==> config.mk <==
export PLATFORM = sky130hd
export DESIGN_NAME = mandel_coord_gen
export DESIGN_NICKNAME = d
export VERILOG_FILES = /design/src/rtl/mandel_coord_gen_pkg.sv /design/src/rtl/mandel_coord_gen_axis_cnt.sv /design/src/rtl/mandel_coord_gen.sv
export SDC_FILE = /design/constraint.sdc
export NUM_CORES = 1
export LEC_CHECK = 0
export ABC_AREA = 1
export CORE_ASPECT_RATIO = 0.6
export CORE_MARGIN = 2
export CORE_UTILIZATION = 53
export DETAILED_ROUTE_END_ITERATION = 16
export PLACE_DENSITY = 0.86
export REMOVE_ABC_BUFFERS = 1
export SYNTH_ARGS = -nofsm -noshare
export SYNTH_HDL_FRONTEND = slang
export SYNTH_SLANG_ARGS = --single-unit
==> constraint.sdc <==
create_clock -name clk -period 5.2 [get_ports clk]
set_input_delay 1.04 -clock clk [delete_from_list [all_inputs] [get_ports clk]]
set_output_delay 1.04 -clock clk [all_outputs]
set_load 0.05 [all_outputs]
==> src/rtl/mandel_coord_gen_pkg.sv <==
// Shared definitions for the Mandelbrot coordinate source: default geometry,
// FSM encoding and out_dat field offsets used by downstream consumers.
package mandel_coord_gen_pkg;

  localparam int unsigned HRES_DEF = 640;
  localparam int unsigned VRES_DEF = 480;
  localparam int unsigned XW_DEF   = 10;
  localparam int unsigned YW_DEF   = 10;
  localparam int unsigned CW_DEF   = 27;

  localparam int unsigned CR_LSB = 0;

  typedef enum logic {
    ST_IDLE = 1'b0,
    ST_RUN  = 1'b1
  } state_t;

  // Field offsets inside out_dat = {y, x, ci, cr}
  function automatic int unsigned ci_lsb(input int unsigned cw);
    return cw;
  endfunction

  function automatic int unsigned x_lsb(input int unsigned cw);
    return 2 * cw;
  endfunction

  function automatic int unsigned y_lsb(input int unsigned cw, input int unsigned xw);
    return 2 * cw + xw;
  endfunction

endpackage

==> src/rtl/mandel_coord_gen_axis_cnt.sv <==
// One raster axis: index counter with terminal flag plus a coordinate
// accumulator that loads an origin, steps by delta, and reloads on wrap.
module mandel_coord_gen_axis_cnt #(
  parameter int unsigned N  = 640,
  parameter int unsigned IW = 10,
  parameter int unsigned CW = 27
) (
  input  logic          clk,
  input  logic          rst,
  input  logic          clk_en,
  input  logic          load,
  input  logic          step,
  input  logic [CW-1:0] load_val,
  input  logic [CW-1:0] origin,
  input  logic [CW-1:0] delta,
  output logic [IW-1:0] idx,
  output logic [CW-1:0] acc,
  output logic          term_c
);

  assign term_c = (idx == IW'(N - 1));

  always_ff @(posedge clk) begin
    if (rst) begin
      idx <= '0;
      acc <= '0;
    end else if (clk_en) begin
      if (load) begin
        idx <= '0;
        acc <= load_val;
      end else if (step) begin
        if (term_c) begin
          idx <= '0;
          acc <= origin;
        end else begin
          idx <= idx + IW'(1);
          acc <= acc + delta;
        end
      end
    end
  end

endmodule

==> src/rtl/mandel_coord_gen.sv <==
// Raster-order pixel coordinate generator: latches frame origin/step on start
// and streams {y, x, ci, cr} words over a valid/ready interface.
module mandel_coord_gen
  import mandel_coord_gen_pkg::*;
#(
  parameter  int unsigned HRES = HRES_DEF,
  parameter  int unsigned VRES = VRES_DEF,
  parameter  int unsigned XW   = XW_DEF,
  parameter  int unsigned YW   = YW_DEF,
  parameter  int unsigned CW   = CW_DEF,
  localparam int unsigned DW   = YW + XW + 2 * CW
) (
  input  logic          clk,
  input  logic          clk_en,
  input  logic          rst,
  input  logic          start,
  input  logic          abort,
  input  logic [CW-1:0] x0,
  input  logic [CW-1:0] y0,
  input  logic [CW-1:0] dx,
  input  logic [CW-1:0] dy,
  output logic          out_vld,
  input  logic          out_rdy,
  output logic [DW-1:0] out_dat,
  output logic          busy,
  output logic          done
);

  localparam int unsigned CI_LSB = ci_lsb(CW);
  localparam int unsigned X_LSB  = x_lsb(CW);
  localparam int unsigned Y_LSB  = y_lsb(CW, XW);

  state_t        state_q;
  state_t        state_d;
  logic          done_q;
  logic          done_d;
  logic [CW-1:0] x0_q;
  logic [CW-1:0] y0_q;
  logic [CW-1:0] dx_q;
  logic [CW-1:0] dy_q;

  logic          load_c;
  logic          adv_c;
  logic [XW-1:0] x_idx;
  logic [YW-1:0] y_idx;
  logic [CW-1:0] cr_acc;
  logic [CW-1:0] ci_acc;
  logic          x_term_c;
  logic          y_term_c;

  assign load_c = (state_q == ST_IDLE) && start && !abort;
  assign adv_c  = (state_q == ST_RUN) && out_rdy;

  always_comb begin
    state_d = state_q;
    done_d  = 1'b0;
    case (state_q)
      ST_IDLE: begin
        if (start && !abort) state_d = ST_RUN;
      end
      ST_RUN: begin
        // abort wins over a final handshake, suppressing done
        if (abort) begin
          state_d = ST_IDLE;
        end else if (out_rdy && x_term_c && y_term_c) begin
          state_d = ST_IDLE;
          done_d  = 1'b1;
        end
      end
      default: state_d = ST_IDLE;
    endcase
  end

  always_ff @(posedge clk) begin
    if (rst) begin
      state_q <= ST_IDLE;
      done_q  <= 1'b0;
      x0_q    <= '0;
      y0_q    <= '0;
      dx_q    <= '0;
      dy_q    <= '0;
    end else if (clk_en) begin
      state_q <= state_d;
      done_q  <= done_d;
      if (load_c) begin
        x0_q <= x0;
        y0_q <= y0;
        dx_q <= dx;
        dy_q <= dy;
      end
    end
  end

  mandel_coord_gen_axis_cnt #(
    .N  (HRES),
    .IW (XW),
    .CW (CW)
  ) u_x_axis (
    .clk      (clk),
    .rst      (rst),
    .clk_en   (clk_en),
    .load     (load_c),
    .step     (adv_c),
    .load_val (x0),
    .origin   (x0_q),
    .delta    (dx_q),
    .idx      (x_idx),
    .acc      (cr_acc),
    .term_c   (x_term_c)
  );

  mandel_coord_gen_axis_cnt #(
    .N  (VRES),
    .IW (YW),
    .CW (CW)
  ) u_y_axis (
    .clk      (clk),
    .rst      (rst),
    .clk_en   (clk_en),
    .load     (load_c),
    .step     (adv_c && x_term_c),
    .load_val (y0),
    .origin   (y0_q),
    .delta    (dy_q),
    .idx      (y_idx),
    .acc      (ci_acc),
    .term_c   (y_term_c)
  );

  assign out_dat[CR_LSB +: CW] = cr_acc;
  assign out_dat[CI_LSB +: CW] = ci_acc;
  assign out_dat[X_LSB  +: XW] = x_idx;
  assign out_dat[Y_LSB  +: YW] = y_idx;

  assign out_vld = (state_q == ST_RUN);
  assign busy    = (state_q == ST_RUN);
  assign done    = done_q;

endmodule
==> results.txt <==
The measured slew at the worst slew-check pin is approximately 0.98 ns. The DRC violation total after the first TritonRoute iteration is between 1000 and 1500. In this run the most critical hold path is launched from x0_q[2]$_SDFFE_PP0P_. The area of the core is between 0.02 and 0.025 mm². Post-CTS timing repair inserted 0 buffers for setup. The critical path starts at abort. The largest buffer count on any clock path is 2. The routability-driven placement congestion ratio came out at around 0.98. The clock-pin slew on the worst setup and hold paths is roughly 0.07 ns. The starting density of the core is between 50% and 60%.

The post-cts sizing count is 0. The final setup violation count is 0. The number of antenna diodes in the final layout is 0. The root buffer selected by CTS is clkbuf_16.

The synthesized design spends more area on one cell type than any other, namely dfxtp_1. The analysis attributes to net switching a power of ~930 µW. After global routing the overflow that remains totals 0. The setup TNS came out at 0 ns. The worst-case hold slack came out at 0.455 ns. The number of CTS-inserted buffers is 17. Ranked by instance count, the synthesized netlist is headed by nand2_1 (434), nor2_1 (252), inv_1 (205), o21ai_0 (187), dfxtp_1 (184). Hold repair after CTS inserted 0 buffers. The synthesis-to-finish area growth is 23.4%. Counting flops and latches in the post-synthesis netlist gives between 150 and 200. The die span in x came out at around 190 µm. The aggregate routed wire length came out at roughly 37000 µm.

The detail-routed via count per cell is approximately 5.6. The final period utilization is 76.0%. Net switching is 27.8% of the power. The count of final hold-check violations came to 0. The run finished with clean final reports. The maximum ir drop on the vdd rail is around 0.25 mV.

The power density over the cells is 240 mW/mm². The number of global-route vias before repair came to 10800. The critical path is of the input pin to register type.

The path class of the tightest hold or removal check is register to register. The met2 global-route usage came out at between 40% and 50%. After synthesis, flip-flops and latches occupy 32.8% of the total area.

The total via count after detailed routing is 12300. The peak clock frequency supported by timing came out at between 0.2 and 0.3 GHz. The max-cap violation count is 0. The first detailed-routing pass ran for 6 iterations.

The number of placed I/O pins came out at ~190. In this run the mean area of a mapped cell was ~6.4 µm². The ratio of cells with drive above 1 in the final layout is about 4.5%. Summing the areas of all and, or, nand and nor instances in the mapped netlist gives 31.6% of the synthesized area. Excluding fillers, the count of instances in the completed layout stands at 2204. Summed over all cells, the static leakage comes to about 6.5 nW.

After synthesis, the largest family of logic cells by area is simple AND/OR/NAND/NOR gates. The number of rows created at floorplan is just over 40. The mux share of post-synthesis cell area came out at 0%. The post-route DRC violation count is 0. The worst slew margin relative to its limit came out at approximately 34%.

Once layout is done, the placed cells without fillers occupy 0.0138 mm². The logic depth of the worst register-to-register path came out at 9. The final-stage net count is around 2100.

The portion of total power attributed to sequential cells is approximately 45%. Of the total power, combinational logic draws 15.3%. The overall die height is approximately 120 µm.

The minimum setup slack among reg-to-reg paths came out at between 1.5 and 2 ns. For this run, the leading register cell type out of synthesis is dfxtp_1. By area the synthesized netlist is led by dfxtp_1 (33%), nand2_1 (15%), nor2_1 (8.4%). The fraction of synthesized cell area taken by the top area cell type is about a third.

For this run, the number of Yosys warnings is 0. The final period demand of the worst path came out at slightly below 4 ns. Data on the critical path arrives at its endpoint at 4.29 ns.

The largest net degree at the start of global routing is 89. For hold timing, the worst endpoint is x0_q[2]$_SDFFE_PP0P_. The worst hold path was traced through 2 stages. The H-tree depth is 4. The area enclosed by the die boundary came out at ~0.022 mm².

The share of the synthesized area in compound gates (AO/OA/AOI/OAI) is ~18%. The post-placement worst setup slack is 0.865 ns. The number of max-slew violations in the final report is 0. Global routing consumed, on the met3 layer, under 10% of the routing resources. The worst setup skew after layout came out at 0.00726 ns.

The CTS sink count came out at approximately 180. The fraction of met1 tracks used by global routing is a little over half. The worst register-to-register path ends at u_y_axis.idx[1]$_SDFFE_PP0P_. The global-route wire length before repair came out at 57500 µm. The average wire length per cell after detail routing is about 17 µm. The number of nets with antenna violations after detailed routing is 0. The TritonCTS clock tree is built. The HPWL after detailed placement came out at ~27000 µm.

The synthesized instance count came out at around 1800. The post-synthesis instance area came out at around 0.011 mm². The share of power burned in the clock network is between 30 and 40%. The post-synthesis xor/xnor area fraction came out at around 1.7%.

The unique cell type count in the Yosys netlist is 48. The endpoint type of the worst setup path is a register. The internal power of the cells totals 2.40 mW.

The setup slack of the critical path after layout came out at between 1 and 1.5 ns. At the worst endpoint, the required time is 5.54 ns. Setup repair after global routing left no endpoint under its margin. The number of port buffers came out at 190. Counting flops with a built-in enable in the synthesized netlist gives 0. After Yosys synthesis, full adders, half adders and majority gates account for 6.38% of the synthesized area. The share of flip-flops with an asynchronous set or reset is 0%. In this run the critical register-to-register path is launched from busy$_SDFFE_PP0P_.

After global routing, the most crowded layer is met1. The number of antenna violations at the first check in global routing is 0. In this run, placement finished with an instance count of around 2200. The insertion delay of the later-clocked pin in the worst-skew pair came out at about 0.44 ns. The instance area after placement came out at approximately 0.013 mm². The total routing resource utilization after global routing came out at approximately 33%. The kind of launch point of the worst setup path is an input pin. Among all cell types in the netlist, the one instantiated most often is nand2_1. The maximum fanout along the worst path is 42.
==> registers in the layout, indices dropped and copies added (netlist names) <==
signal and cells:
dx_q 27, dy_q 27, u_x_axis.acc 27, u_y_axis.acc 27, x0_q 27, y0_q 27, u_x_axis.idx 10, u_y_axis.idx 10
busy 1, done 1
==> per-layer routing <==
metal | share of wire [%] | wire length (µm)
met1 | 50 | 18600
met2 | 36 | 13400
met3 | 13 | 4940
met4 | 1.2 | 452
met5 | 0 | 0
==> cells by family after synthesis <==
kind of cell | count (synthesis)
xor gates and xnor gates | 22
adders and majority gates | 56
DFF | 184
and+or+nand+nor | 849
buffers and inverters | 283
AOI/OAI and AO/OA | 369
==> worst max path at each step <==
stage	end
floorplan	u_y_axis.idx[1]$_SDFFE_PP0P_
global placement	u_y_axis.idx[1]$_SDFFE_PP0P_
detailed placement	u_y_axis.idx[1]$_SDFFE_PP0P_
CTS	u_y_axis.idx[1]$_SDFFE_PP0P_
global route	u_x_axis.idx[9]$_SDFFE_PP0P_
finish	u_y_axis.idx[1]$_SDFFE_PP0P_
==> per-stage QoR <==
| step | total power [mW] | utilization [%] |
|---|---|---|
| global placement | 2.01 | 63.5 |
| finish | 3.32 | 66.3 |
| detailed placement | 2.02 | 63.5 |
| floorplan | 1.80 | - |
| CTS | 3.32 | 66.3 |
| global route | 3.44 | 66.3 |
==> cells in the final DEF, fill, tap and decap left out, types with 5 or more instances in the layout <==
cell type        Yosys  routed
nand2_2              5       5
ha_1                54      54
xor2_1              14      14
clkinv_2             0       5
o211ai_1            11      11
nor2_1             252     252
clkdlybuf4s50_1      0     190
a21oi_1            126     126
nor3_1              14      14
o21ai_0            187     187
clkbuf_16            0      17
xnor2_1              8       8
buf_4                1       9
o21bai_1             6       6
inv_1              205     204
nand3_1             93      93
o21ai_1              9       9
inv_2                8       8
a221oi_1             8       8
or2_2               11      11
o221ai_1             5       5
nand4_1             15      15
dfxtp_1            184     184
nand2_1            434     434
==> power by group through the flow <==
stage / clock [mW] / combinational, mW / sequential, mW
2_1_floorplan: 0 / 0.239 / 1.56
3_3_place_gp: 0 / 0.486 / 1.53
3_5_place_dp: 0 / 0.495 / 1.53
4_1_cts: 1.33 / 0.500 / 1.50
5_1_grt: 1.38 / 0.553 / 1.50
6_report: 1.32 / 0.507 / 1.50
==> layout make-up <==
type / count / area [µm²]
clock buffer: 20 / 457
clock inverter: 11 / 121
fill: 1875 / 7040
inverter: 215 / 811
multi-input combinational: 1296 / 6450
sequential: 184 / 3680
tap: 279 / 349
timing repair buffer: 199 / 1970
==> critical path: stages <==
cell and delay, ns:
clkdlybuf4s50_1 0.51, nor2_2 0.17, nand2_4 0.29, nor2_8 0.19
clkinv_2 0.44, nand2_4 0.59, nand2_4 0.23, nand2_2 0.20
inv_2 0.27, o221a_2 0.32
Note: power is estimated with default switching activity, not from simulation.
